File: config.mk
export PLATFORM = sky130hd
export DESIGN_NAME = rv32i_cpu
export DESIGN_NICKNAME = d
export VERILOG_FILES = /design/src/rtl/rv32i_cpu.sv
export SDC_FILE = /design/constraint.sdc
export NUM_CORES = 2
export LEC_CHECK = 0
export ABC_AREA = 1
export BUFFER_PORTS_ARGS = -buffer_cell sky130_fd_sc_hd__buf_2
export CAP_MARGIN = 5
export CORE_UTILIZATION = 29
export DETAILED_ROUTE_END_ITERATION = 16
export GPL_TIMING_DRIVEN = 1
export PLACE_DENSITY = 0.42
export SLEW_MARGIN = 25
export SYNTH_ARGS = -nofsm -noshare
export SYNTH_HDL_FRONTEND = slang
export SYNTH_SLANG_ARGS = --single-unit
File: constraint.sdc
create_clock -name clock -period 43.8 [get_ports clock]
set_clock_uncertainty 0.15 [all_clocks]
set_input_delay 6.57 -clock clock [delete_from_list [all_inputs] [get_ports clock]]
set_output_delay 6.57 -clock clock [all_outputs]
set_load 0.02 [all_outputs]
File: src/rtl/rv32i_cpu.sv
// Single-cycle RV32I core: architectural state commits on the falling edge of clock,
// decode/execute are combinational from the instruction latched by imem on that edge.
module rv32i_cpu (
  input  logic        clock,
  input  logic        reset,
  output logic [31:0] imemaddr,
  input  logic [31:0] imemdataout,
  output logic        imemclk,
  output logic [31:0] dmemaddr,
  input  logic [31:0] dmemdataout,
  output logic [31:0] dmemdatain,
  output logic        dmemrdclk,
  output logic        dmemwrclk,
  output logic [2:0]  dmemop,
  output logic        dmemwe,
  output logic [31:0] dbgdata
);
  localparam logic [6:0] OP_LUI    = 7'b0110111;
  localparam logic [6:0] OP_AUIPC  = 7'b0010111;
  localparam logic [6:0] OP_JAL    = 7'b1101111;
  localparam logic [6:0] OP_JALR   = 7'b1100111;
  localparam logic [6:0] OP_BRANCH = 7'b1100011;
  localparam logic [6:0] OP_LOAD   = 7'b0000011;
  localparam logic [6:0] OP_STORE  = 7'b0100011;
  localparam logic [6:0] OP_IMM    = 7'b0010011;
  localparam logic [6:0] OP_OP     = 7'b0110011;

  logic [31:0] pc_q, pc_d;
  logic [31:0] regs_q [32];

  logic [31:0] instr;
  logic [6:0]  opcode;
  logic [4:0]  rd, rs1, rs2;
  logic [2:0]  funct3;
  logic [31:0] imm_i, imm_s, imm_b, imm_u, imm_j;
  logic [31:0] rs1_val, rs2_val;
  logic [31:0] alu_b, alu_y;
  logic [2:0]  alu_f3;
  logic [4:0]  shamt;
  logic        br_taken;
  logic        rd_we;
  logic        is_store;
  logic [31:0] wb_val;

  assign instr  = imemdataout;
  assign opcode = instr[6:0];
  assign rd     = instr[11:7];
  assign funct3 = instr[14:12];
  assign rs1    = instr[19:15];
  assign rs2    = instr[24:20];

  assign imm_i = {{20{instr[31]}}, instr[31:20]};
  assign imm_s = {{20{instr[31]}}, instr[31:25], instr[11:7]};
  assign imm_b = {{19{instr[31]}}, instr[31], instr[7], instr[30:25], instr[11:8], 1'b0};
  assign imm_u = {instr[31:12], 12'h000};
  assign imm_j = {{11{instr[31]}}, instr[31], instr[19:12], instr[20], instr[30:21], 1'b0};

  // x0 is cleared by reset and never written, so it always reads zero
  assign rs1_val = regs_q[rs1];
  assign rs2_val = regs_q[rs2];

  // Loads, stores and JALR reuse the adder path (funct3 forced to ADD)
  always_comb begin
    alu_b  = (opcode == OP_OP) ? rs2_val : ((opcode == OP_STORE) ? imm_s : imm_i);
    alu_f3 = ((opcode == OP_OP) || (opcode == OP_IMM)) ? funct3 : 3'b000;
    shamt  = alu_b[4:0];
    case (alu_f3)
      3'b000:  alu_y = ((opcode == OP_OP) && instr[30]) ? rs1_val - alu_b : rs1_val + alu_b;
      3'b001:  alu_y = rs1_val << shamt;
      3'b010:  alu_y = {31'b0, $signed(rs1_val) < $signed(alu_b)};
      3'b011:  alu_y = {31'b0, rs1_val < alu_b};
      3'b100:  alu_y = rs1_val ^ alu_b;
      3'b101:  alu_y = instr[30] ? $unsigned($signed(rs1_val) >>> shamt) : rs1_val >> shamt;
      3'b110:  alu_y = rs1_val | alu_b;
      default: alu_y = rs1_val & alu_b;
    endcase
  end

  always_comb begin
    case (funct3)
      3'b000:  br_taken = (rs1_val == rs2_val);
      3'b001:  br_taken = (rs1_val != rs2_val);
      3'b100:  br_taken = ($signed(rs1_val) <  $signed(rs2_val));
      3'b101:  br_taken = ($signed(rs1_val) >= $signed(rs2_val));
      3'b110:  br_taken = (rs1_val <  rs2_val);
      3'b111:  br_taken = (rs1_val >= rs2_val);
      default: br_taken = 1'b0;
    endcase
  end

  always_comb begin
    pc_d     = pc_q + 32'd4;
    rd_we    = 1'b0;
    is_store = 1'b0;
    wb_val   = alu_y;
    dmemop   = 3'b010;
    case (opcode)
      OP_LUI:    begin rd_we = 1'b1; wb_val = imm_u; end
      OP_AUIPC:  begin rd_we = 1'b1; wb_val = pc_q + imm_u; end
      OP_JAL:    begin rd_we = 1'b1; wb_val = pc_q + 32'd4; pc_d = pc_q + imm_j; end
      OP_JALR:   begin rd_we = 1'b1; wb_val = pc_q + 32'd4; pc_d = alu_y & ~32'd1; end
      OP_BRANCH: if (br_taken) pc_d = pc_q + imm_b;
      OP_LOAD:   begin rd_we = 1'b1; wb_val = dmemdataout; dmemop = funct3; end
      OP_STORE:  begin is_store = 1'b1; dmemop = funct3; end
      OP_IMM, OP_OP: rd_we = 1'b1;
      default: ;
    endcase
  end

  // Reset must gate the fetch address and write strobe without waiting for a clock edge
  assign imemaddr   = reset ? 32'd0 : pc_d;
  assign dmemwe     = is_store & ~reset;
  assign dmemaddr   = alu_y;
  assign dmemdatain = rs2_val;
  assign imemclk    = ~clock;
  assign dmemrdclk  = clock;
  assign dmemwrclk  = ~clock;
  assign dbgdata    = pc_q;

  always_ff @(negedge clock or posedge reset) begin
    if (reset) begin
      pc_q <= 32'd0;
      for (int i = 0; i < 32; i++) regs_q[i] <= 32'd0;
    end else begin
      pc_q <= pc_d;
      if (rd_we && (rd != 5'd0)) regs_q[rd] <= wb_val;
    end
  end
endmodule

Word level (Yosys, flattened, before mapping)
Cells that the tools add are included.
{"block": "op_classes", "addsub": 6, "n_bitwise": 9, "n_shift": 3, "div": 0, "n_mux": 23, "reduce_logical": 10, "mul": 0, "order_cmp": 10, "n_eq_ne": 22}
{"operator": "$bwmux W1024", "count": 1}
{"operator": "$bmux W32 S5", "count": 2}
{"operator": "$mux W32", "count": 10}
{"operator": "$pmux W32 S7", "count": 1}
{"operator": "$demux W32 S5", "count": 1}
{"operator": "$add A32 B32 Y32", "count": 4}
{"operator": "$lt A32 B32 Y1", "count": 4}
{"operator": "$pmux W32 S4", "count": 1}
{"operator": "$pmux W32 S3", "count": 1}
{"operator": "$ge A32 B32 Y1", "count": 2}
{"operator": "$add A32 B3 Y32 const B", "count": 1}
{"operator": "$and A32 B32 Y32", "count": 1}
{"operator": "$eq A32 B32 Y1", "count": 1}
{"operator": "$ne A32 B32 Y1", "count": 1}
{"operator": "$or A32 B32 Y32", "count": 1}
{"operator": "$shl A32 B5 Y32", "count": 1}
{"operator": "$shr A32 B5 Y32", "count": 1}
{"operator": "$sshr A32 B5 Y32", "count": 1}
{"operator": "$sub A32 B32 Y32", "count": 1}
{"operator": "$xor A32 B32 Y32", "count": 1}
{"operator": "$eq A3 B3 Y1 const B", "count": 7}
{"operator": "$eq A7 B6 Y1 const B", "count": 3}
{"operator": "$eq A7 B7 Y1 const B", "count": 3}
{"operator": "$ge A6 B6 Y1 const B", "count": 3}
{"operator": "18 further kinds", "count": 30}
{"block": "totals", "latchBits": 0, "mem_bits_ro": 0, "mem_count": 0, "ram_bits": 0, "out_inout_bits": 135, "regBits": 1056}

Longest topological paths before layout
{"block": "logic_depth", "ltp_word": 10, "depth_mapped": 41, "mapped_depth_nobuf": 34}

==> flow_summary.ini <==
[worst_setup_path]
arrival_ns = 15.60
slowest_stage = buf_4
r2r-end = regs_q[144]
max_stage_delay_ns = 0.83
r2r_cells = 25
reg2reg_setup_slack_ns = 36.28
r2r-start = regs_q[71]
cp-start-kind = input pin
crit_top_cell = nand2_1
worstSetupPathType = in2reg
required_ns = 22.49
crit_path_end_kind = flip-flop
crit_fanout = 91

[global_routing]
grtUsageMet3 = 0.0633
grt_use_met2 = 0.508
grt_pass1_vias = 82400
grt_use_total = 0.341
antenna_found_initial = 29
grt.busiest_layer = met2
grt_max_degree = 159
grt_util_met1 = 0.471
overflow = 0
grt_first_pass_wirelength_mm = 660

[synthesis]
yosys.area.top_type = dfrtn_1
syn_area_per_cell_um2 = 6.33
syn_nets = 12600
synthFlopType = dfrtn_1
synthCells = 12400
yosys-top-cells-area = dfrtn_1, nand2_1, nand3_1
ys_types = 69
netlist.area_leader.share = 0.337
ys_seq_elements = 1056
ys.warnings.count = 0
synth-edff-count = 0
ys_async_sr_fraction = 1.00
synth_area_um2 = 78400
seq_area_frac_synth = 0.337

[clock_network]
clkTransAtPathRegs_ns = 0.04
hold_buffers = 0
clk_latency_ns = 0.95
cts_tree = done
ctsResizeCount = 0
cts_setup_buffers = 0

[place]
dp_hpwl_mm = 308
placed_cell_area_um2 = 81800
io_buffers = 200
gp_congestion = 1.03

[run_status]
outcome = complete, no violations

[hold_path]
worstHoldPathCells = 0
min_from = regs_q[1003]
hold_path.class = reg2reg
min_to = regs_q[1003]

[power]
power_per_cell_area_nw_per_um2 = 42.3
ir_worst_vdd_v = 0.0000282
power_leakage_uw = 0.0435

[cells_and_area]
area_growth_pct = 10.9
nNetsFinal = 12300
final_cell_area_um2 = 86900
drive_gt1_frac = 0.0798

[sta]
hold_viol = 0
finalSetupTns_ns = 0
slew_violations = 0
worst_slew_pin_slew_ns = 1.14
final-setup-viol-count = 0
slew_headroom = 0.240
rsz0062_at_grt = false

[drt]
drt_iter0_drc = 11500
ant_nets = 0
wl_per_cell_um = 30.3
routed_via_density = 5.61
drc = 0
via_count = 88200
wl_mm = 477
firstDrtPassIters = 8

[floorplan]
die_h_um = 522
core_um2 = 268000
boundaryPins = 201
die_width_um = 522
die_area_um2 = 272000
rows = 190
start_util = 0.292

[flow_run]
cap_violations = 0
## worst max-delay path, delay by kind of cell
kind,cells,cell delay (ns)
and+or+nand+nor,13,2.84
buffers and inverters,7,3.09
AOI/OAI and AO/OA,8,2.45
adders and majority gates,1,0.35
## cells in the final DEF (no fill, tap or decap), types with 28 or more instances in the layout
cell,instances
nand2_1,4578
o21ai_0,1019
o21ai_1,202
ha_1,188
inv_1,1006
a21oi_1,646
buf_2,193
clkbuf_1,33
o211ai_1,65
nor2_1,509
dfrtn_1,1056
nand4_1,39
buf_4,242
nand2_2,28
clkbuf_16,155
nand3_1,1496
or2_2,131
nor3_1,37
xor2_1,64
o221ai_1,56
## through the flow
step / power (µW) / worst slack [ns] / cells / util / hold slack [ns]
after floorplan: 1870 / 0.655 / 12400 / - / 0.253
after global routing: 3820 / 6.69 / 15700 / 0.324 / 0.205
final: 3680 / 6.89 / 15700 / 0.324 / 0.192
after detailed placement: 2370 / 6.36 / 15500 / 0.305 / 0.191
after global placement: 2370 / 6.05 / 15500 / 0.305 / 0.191
after CTS: 3670 / 7.31 / 15700 / 0.323 / 0.194
## flip-flops by register name, summed over array words and instances, names as in the netlist
signal and flops:
dbgdata 32, regs_q 1024
## metal layers
layer / part of all wire / vias to the layer above
met2: 0.42 / 4672
met1: 0.44 / 43400
met4: 0.055 / 14
li1: - / 39200
met3: 0.088 / 898
met5: 0.00020 / -
## worst max-delay path by stage
| stage | start | to | slack [ns] |
|---|---|---|---|
| floorplan | reset | dbgdata[0] | 0.66 |
| detailed placement | imemdataout[15] | dbgdata[16] | 6.36 |
| finish | imemdataout[21] | regs_q[534] | 6.89 |
| global route | regs_q[897] | imemaddr[30] | 6.69 |
| CTS | regs_q[513] | imemaddr[16] | 7.31 |
| global placement | imemdataout[21] | dbgdata[25] | 6.05 |
## area by class of cell
class / count / area [µm²]
inverters: 1053 / 4010
multi-input cells: 9348 / 43800
fillers: 29500 / 182000
clock buffers: 215 / 4350
diodes: 5 / 12.5
repair buffers: 453 / 3150
clock inverters: 49 / 651
well taps: 3552 / 4440
flip-flops and latches: 1056 / 26400
## cell families after synthesis
logic type / count (synthesis) / synth area share
AND/OR/NAND/NOR: 6923 / 0.366
AO/OA/AOI/OAI: 2152 / 0.149
buffers and inverters: 1977 / 0.108
flip-flops: 1056 / 0.337
adder cells (fa/ha/maj): 193 / 0.0313
XOR/XNOR: 80 / 0.00894
## where the power goes
group          internal [µW]  switching [µW]  total, µW  leakage (µW)
clock network            775             517       1290       0.00246
logic                    301             937       1240        0.0275
registers               1070            80.7       1150        0.0135
total                   2140            1540       3680        0.0435
## synth_stat cells (all sizes together) (58+ instances only)
cell / count
nor2: 536
nand2: 4610
o21ai: 1227
o211ai: 66
clkbuf: 393
buf: 530
xor2: 64
ha: 188
inv: 1039
o221ai: 58
nor3: 64
nand3: 1511
or2: 132
dfrtn: 1056
a21oi: 646
(Power assumes the default switching activity.)
